[src/rtl/serial_subtractor16.sv]
// Digit-serial subtractor: diff = a + ~b + 1, DIGIT_W bits per clock, LSB digit first, with adder-style flags.
// Optional build macro SUB_SAT_EN: saturate diff on signed overflow.
module serial_subtractor16 #(
  parameter int WIDTH   = 16,
  parameter int DIGIT_W = 4
) (
  input  logic             clk,
  input  logic             rst_n,
  input  logic             start,
  input  logic [WIDTH-1:0] a,
  input  logic [WIDTH-1:0] b,
  output logic             ready,
  output logic             done,
  output logic [WIDTH-1:0] diff,
  output logic             borrow,
  output logic             zero,
  output logic             sign,
  output logic             parity,
  output logic             overflow
);

  localparam int NDIG  = WIDTH / DIGIT_W;
  localparam int CNT_W = (NDIG > 1) ? $clog2(NDIG) : 1;
  localparam logic [CNT_W-1:0] LAST_DIG = CNT_W'(NDIG - 1);
`ifdef SUB_SAT_EN
  localparam logic [WIDTH-1:0] SAT_POS = {1'b0, {(WIDTH-1){1'b1}}};
  localparam logic [WIDTH-1:0] SAT_NEG = {1'b1, {(WIDTH-1){1'b0}}};
`endif

  typedef enum logic [1:0] {
    ST_IDLE = 2'd0,
    ST_RUN  = 2'd1,
    ST_DONE = 2'd2
  } state_t;

  function automatic logic even_parity(input logic [WIDTH-1:0] v);
    return ~^v;
  endfunction

  state_t             state_r, state_nx_s;
  logic [CNT_W-1:0]   count_r;
  logic               carry_r;
  logic [WIDTH-1:0]   a_r, nb_r, res_r;
  logic [WIDTH-1:0]   diff_r;
  logic               borrow_r, zero_r, sign_r, parity_r, overflow_r;
  logic               ready_r, done_r;
  logic [DIGIT_W:0]   digit_sum_s;
  logic [WIDTH-1:0]   res_nx_s, out_s;
  logic               ovf_s;

  // Next-state logic for the IDLE/RUN/DONE handshake
  always_comb begin
    state_nx_s = state_r;
    case (state_r)
      ST_IDLE: begin
        if (start) state_nx_s = ST_RUN;
        else       state_nx_s = ST_IDLE;
      end
      ST_RUN: begin
        if (count_r == LAST_DIG) state_nx_s = ST_DONE;
        else                     state_nx_s = ST_RUN;
      end
      ST_DONE: state_nx_s = ST_IDLE;
      default: state_nx_s = ST_IDLE;
    endcase
  end

  // One digit of a + ~b + carry, the assembled result and its flags
  always_comb begin
    digit_sum_s = {1'b0, a_r[int'(count_r)*DIGIT_W +: DIGIT_W]}
                + {1'b0, nb_r[int'(count_r)*DIGIT_W +: DIGIT_W]}
                + {{DIGIT_W{1'b0}}, carry_r};
    res_nx_s = res_r;
    res_nx_s[int'(count_r)*DIGIT_W +: DIGIT_W] = digit_sum_s[DIGIT_W-1:0];
    // nb_r holds ~b, so matching operand signs here means a and b had opposite signs
    ovf_s = (a_r[WIDTH-1] & nb_r[WIDTH-1] & ~res_nx_s[WIDTH-1])
          | (~a_r[WIDTH-1] & ~nb_r[WIDTH-1] & res_nx_s[WIDTH-1]);
`ifdef SUB_SAT_EN
    if (ovf_s) begin
      if (a_r[WIDTH-1]) out_s = SAT_NEG;
      else              out_s = SAT_POS;
    end else begin
      out_s = res_nx_s;
    end
`else
    out_s = res_nx_s;
`endif
  end

  // State, operand, digit-chain and result registers with synchronous reset
  always_ff @(posedge clk) begin
    if (!rst_n) begin
      state_r    <= ST_IDLE;
      count_r    <= '0;
      carry_r    <= 1'b0;
      a_r        <= '0;
      nb_r       <= '0;
      res_r      <= '0;
      diff_r     <= '0;
      borrow_r   <= 1'b0;
      zero_r     <= 1'b0;
      sign_r     <= 1'b0;
      parity_r   <= 1'b0;
      overflow_r <= 1'b0;
      ready_r    <= 1'b1;
      done_r     <= 1'b0;
    end else begin
      state_r <= state_nx_s;
      ready_r <= (state_nx_s == ST_IDLE);
      done_r  <= (state_nx_s == ST_DONE);
      case (state_r)
        ST_IDLE: begin
          if (start) begin
            a_r     <= a;
            nb_r    <= ~b;
            carry_r <= 1'b1;
            count_r <= '0;
            res_r   <= '0;
          end
        end
        ST_RUN: begin
          res_r   <= res_nx_s;
          carry_r <= digit_sum_s[DIGIT_W];
          count_r <= count_r + CNT_W'(1);
          if (count_r == LAST_DIG) begin
            diff_r     <= out_s;
            borrow_r   <= ~digit_sum_s[DIGIT_W];
            zero_r     <= (out_s == '0);
            sign_r     <= out_s[WIDTH-1];
            parity_r   <= even_parity(out_s);
            overflow_r <= ovf_s;
          end
        end
        default: begin
        end
      endcase
    end
  end

  assign ready    = ready_r;
  assign done     = done_r;
  assign diff     = diff_r;
  assign borrow   = borrow_r;
  assign zero     = zero_r;
  assign sign     = sign_r;
  assign parity   = parity_r;
  assign overflow = overflow_r;

endmodule
[config.mk]
export PLATFORM = sky130hd
export DESIGN_NAME = serial_subtractor16
export DESIGN_NICKNAME = d
export VERILOG_FILES = /design/src/rtl/serial_subtractor16.sv
export SDC_FILE = /design/constraint.sdc
export NUM_CORES = 1
export LEC_CHECK = 0
export ABC_AREA = 0
export CORE_MARGIN = 1.5
export CORE_UTILIZATION = 45
export DETAILED_ROUTE_END_ITERATION = 6
export PLACE_DENSITY = 0.69
export SLEW_MARGIN = 40
export SYNTH_ARGS = -nofsm -noshare
export SYNTH_HDL_FRONTEND = slang
export SYNTH_SLANG_ARGS = --single-unit
[constraint.sdc]
create_clock -name clk -period 5.6 [get_ports clk]
set_clock_uncertainty 0.05 [all_clocks]
set_input_delay 1.4 -clock clk [delete_from_list [all_inputs] [get_ports clk]]
set_output_delay 1.4 -clock clk [all_outputs]
set_load 0.005 [all_outputs]
# Word-level counts from Yosys, hierarchy flattened
# Index checks and enable logic that the tools add are counted.
# Widths: inputs -> output; s select.
# classes
addsub,4
eq_ne,4
shifts,4
muxes,10
bitwise_logic,10
reduce_logical,8
# ops
op,n
$neg 4->33,1
$shift 4x33->16 const A,1
$shiftx 4x33->16,1
$pmux 16 s2,1
$shiftx 16x5->4,2
$bwmux 16,1
$logic_not 16->1,1
$mux 16,1
$not 16->16,1
$reduce_xnor 16->1,1
$pmux 2 s2,2
$reduce_and 2->1,3
$add 4x4->5,1
$add 5x1->5,1
$and 1x1->1,4
$eq 2x2->1 const B,2
$logic_not 2->1,2
$mux 2,2
$not 1->1,4
$add 2x1->2 const B,1
$eq 2x1->1 const B,1
$mux 1,2
$ne 2x2->1 const B,1
$pmux 1 s2,1
other kinds (2),2
# totals
reg_bits,76
input_bits,35
output_inout_bits,23
wordCells,54

# Depth between registers and ports, before layout
# depth
depth_word,8
depth_mapped,15
depth_no_buf,14

# Least setup slack after synthesis
# OpenSTA, ideal clock, no wires.
# synth_timing
path_kind,register to register
startpoint,reg count_r[0]
endpoint,reg parity_r (netlist: parity)
setup_ns,0.070
arrival_ns,3.917
required_time_ns,5.480
setup_slack_ns,1.564
stages_incl_launch_ff,16
path_buffers,1
synth_period_minus_slack_ns,4.036
path_cell_list,dfxtp_1 > buf_2 > mux4_2 > ha_1 > a21oi_1 > a21oi_1 > or2_1 > o22ai_1 > inv_1 > ha_1 > xnor3_1 > xnor2_1 > xnor2_1 > xnor2_1 > xnor3_1 > a21oi_1
# synth_via
elab_chain_len,6
elab_cells_between_ends,11
cone_classes,add/sub (3); eq/ne (1); shift (4); mux (1); reduce/logical (2)
# synth_lines
element,line_no,rtl
start: declaration,41,logic [CNT_W-1:0] count_r;
start signal: assignment,124,count_r <= count_r + CNT_W'(1);
"$shiftx 16x5->4, on equally long branches","70, 71",
$add 4x4->5,71,"+ {1'b0, nb_r[int'(count_r)*DIGIT_W +: DIGIT_W]}"
$add 5x1->5,72,"+ {{DIGIT_W{1'b0}}, carry_r};"
$shiftx 4x33->16,74,res_nx_s[int'(count_r)*DIGIT_W +: DIGIT_W] = digit_sum_s[DIGIT_W-1:0];
$bwmux 16,74,
$reduce_xnor 16->1,37,return ~^v;
end signal: assignment,130,parity_r <= even_parity(out_s);
end: declaration,45,"logic borrow_r, zero_r, sign_r, parity_r, overflow_r;"
# Several ways; a longest one is shown, not always the timed one.
# A chain may end at the register's enable or synchronous reset.

# Worst setup path after layout
# Same ends and word-level chain as after synthesis.

==> run summary <==
In this run the critical register-to-register path is launched from count_r[0]. The startpoint identified for the worst hold timing path is a_r[14]. The finished layout holds 558 standard cells, fillers aside. Per report_power, the sequential group accounts for 49.6% of the total. After synthesis the netlist holds a flip-flop and latch count of 75. Number of CTS-inserted buffers: 9. The worst ir drop on vdd is 0.000141 V, and the number of antenna violations at the first check in global routing is 0. The count of nets left with antenna violations once routing finished came out at 0. Across all layers, the routed design uses 3036 vias.

For this design the top-level I/O count stands at 58. Busiest layer in global routing: met2. The floorplan step set the die width to 93.8 um.

Entering global routing, the biggest net connects 49 pins. Initial core utilization: 47.3%. The signal on the critical path passes through buf_4, mux4_2, ha_1, a21oi_1, a21oi_1, or2_1, o22ai_1, inv_1, ha_1, xnor3_1, xnor2_1, xnor2_1, xnor2_1, xnor3_1, a21oi_1. In this run the worst path has a maximum fanout of 11. TritonCTS built the clock tree.

The worst hold path was traced through 2 stages. The number of global-route vias before repair was 3010; the clock period minus worst slack was 4.53 ns. Based on the critical path, the design can be clocked at up to 0.221 GHz.

Count of final max-slew check failures: 0. In the post-synthesis netlist, the cell with the most instances is nand2_1. The count of buffers from port buffering came out at 57.

The number of antenna diodes in the final layout is 0. For the number of clock sinks, the log shows 75. The synthesized area is 0.00371 mm^2, and the overall track demand over capacity in global routing is 22.1%.

Among all stages on the critical path, the largest delay is contributed by dfxtp_1. In the final layout, the share of cells above drive strength 1 is 8.11%. The logs give 50 for the unique cell type count in the Yosys netlist and 18.3% for the fraction of power consumed by combinational cells. The number of core rows is 32. The H-tree was split into 3 levels. The met2 usage is 32.6%. The HPWL after detailed placement is 6320 um. For this run, global-route usage on met1 was measured as 31.7%.

For the final routed database, the setup TNS stands at 0 ns. The total of max-cap violations is 0, and the first-pass GRT wire length is 15000 um. The final-report hold violation count came out at 0. In the synthesized netlist the dominant register cell turns out to be dfxtp_1. The final hold slack is 0.403 ns.

Power spread over the standard cell area amounts to 258 mW/mm^2. The number of buffers on the longest clock path is 2. Setup repair after global routing left no endpoint under its margin. The layout overhead on the synthesized area is 20.3%, and the data arrival time of the critical path is 4.77 ns.

The tightest min-delay check is of the reg -> reg type. The area share of the leading cell type in the synthesized netlist was 40.5%. In this run the vertical extent of the chip is 93.8 um. In this run the standard cell core region covers 0.00785 mm^2.

Including well taps, the total number of placed cells is 542. Post-synthesis net count: 459. Counting flops with an async set or reset pin after synthesis yields a share of 0%. The critical path is of the reg -> reg type. After synthesis, the cell types taking the most area are dfxtp_1 (40%), nand2_1 (7.8%), o211a_1 (6.7%).

The mean post-synth cell area is 9.09 um^2. After technology mapping, the gate count stands at 408. The run gives 5.84 ns as the required time at the worst-slack endpoint. During synthesis, Yosys emitted a total of 0 warnings. For this run, global-route usage on met3 was measured as 4.45%. The total routed wirelength is 8730 um. The run finished with clean final reports. After detailed routing, the number of remaining DRC violations is 0. At the end of routability-driven placement, the weighted congestion stood at 0.882. In the synthesized netlist, the cells that appear most often are nand2_1 (77), dfxtp_1 (75), o211a_1 (25).

The latest clock arrival within the worst-skew pair is 0.35 ns, and the clock-pin slew on the worst setup and hold paths is 0.08 ns. The final layout net count was 502; the maximum cell stage delay along the critical path was 0.56 ns. The logs give 0 for the final-report setup violation count and 32.1% for the relative contribution of the clock network to total power. Sequential cells were found to cover 40.5% of the synthesized design area. For the residual overflow from global routing, the log shows 0. Net load switching power: 0.335 mW. Summing all placed instances gives a cell area of 0.00429 mm^2. At the end of the flow the core is filled with cells to 56.8%. The number of buffers inserted to repair setup after CTS is 0. The number of cells on the worst reg-to-reg path is 15.

The ratio of routed vias to standard cells was 5.44; the post-cts repair resize count was 0. The first detailed-routing pass ran for 4 iterations. For this block, the initial DRC count from the detailed router was 184. The cell type with the largest total area after synthesis is dfxtp_1.

The critical path starts at count_r[0]. The die covers 0.00879 mm^2. The run gives 0 as the count of hold buffers inserted by post-cts repair.

Fraction of power spent switching nets: 29.1%. The average wire per standard cell works out to 15.6 um. The analysis attributes to cell leakage a power of 1.87 nW. In this run the clock root is driven by a clkbuf_8. After layout, the worst path uses 80.9% of the clock period. The logs give 0.816 mW for the internal power and 56.4% for the relative slew slack.

At the pin with the least slew margin, the transition time is 0.649 ns. STA classifies the critical path startpoint as a flop. The count of flip-flops with a built-in enable after synthesis works out to 0. The worst setup path is captured at a flop.

After routing the design area is 0.00446 mm^2.
==> layer usage <==
layer | part of all wire [%] | wire, um
met1 | 49 | 4310
met2 | 43 | 3760
met3 | 6.1 | 531
met4 | 1.5 | 127
met5 | 0 | 0
==> logic make-up after synthesis <==
group,after synthesis,share of synthesized area [%]
AO/OA/AOI/OAI,99,19.9
flip-flops,75,40.5
buffers and inverters,44,5.36
multiplexers,9,5.13
AND/OR/NAND/NOR,157,20.7
XOR/XNOR,8,2.63
adder cells (fa/ha/maj),16,5.80
==> area by class of cell <==
cell class	count	area [um^2]
Fill cell	740	3390
Sequential cell	75	1500
Timing Repair Buffer	61	596
Multi-Input combinational cell	289	2010
Clock inverter	6	41.3
Clock buffer	10	128
Tap cell	102	128
Inverter	15	57.6
==> power by group through the flow <==
stage	sequential, mW	clock [mW]	combinational, mW
final	0.571	0.370	0.210
after global routing	0.574	0.399	0.232
after CTS	0.571	0.376	0.210
after detailed placement	0.583	0	0.209
after global placement	0.583	0	0.204
after floorplan	0.576	0	0.149
==> stage by stage <==
step / setup slack (ns) / power, mW
4_1_cts: 1.04 / 1.16
2_1_floorplan: 1.56 / 0.725
5_1_grt: 0.726 / 1.21
3_3_place_gp: 1.33 / 0.788
6_report: 1.07 / 1.15
3_5_place_dp: 1.04 / 0.792
==> final timing paths <==
path	slack [ns]	end
max	1.07	parity
min	0.40	a_r[14]
max reg2reg	1.07	parity
min reg2reg	0.40	a_r[14]
==> cells in the final DEF (no fill, tap or decap), drive strengths merged, types with 10 or more instances in the layout <==
master	Yosys	routed
and2	11	11
o211a	25	25
inv	14	15
dfxtp	75	75
clkdlybuf4s50	0	56
o21ai	20	20
clkbuf	23	10
nor2	20	20
nand2	77	77
ha	14	14
nor2b	18	18
a21boi	17	17
==> state kept, by name, summed over array words and instances (netlist names) <==
signal and cells:
parity 1, ready 1, state_r 2, carry_r 1, overflow 1, nb_r 16
borrow 1, done 1, a_r 16, count_r 2, diff 16, zero 1
res_r 16
==> worst max-delay path, delay by kind of cell (launching register included) <==
kind	cells	cell delay, ns
AOI/OAI and AO/OA	4	0.90
xor gates and xnor gates	5	1.14
adders and majority gates	2	0.67
buffers and inverters	2	0.37
DFF	1	0.56
muxes	1	0.53
and+or+nand+nor	1	0.26
Note: power is estimated with default switching activity, not from simulation.
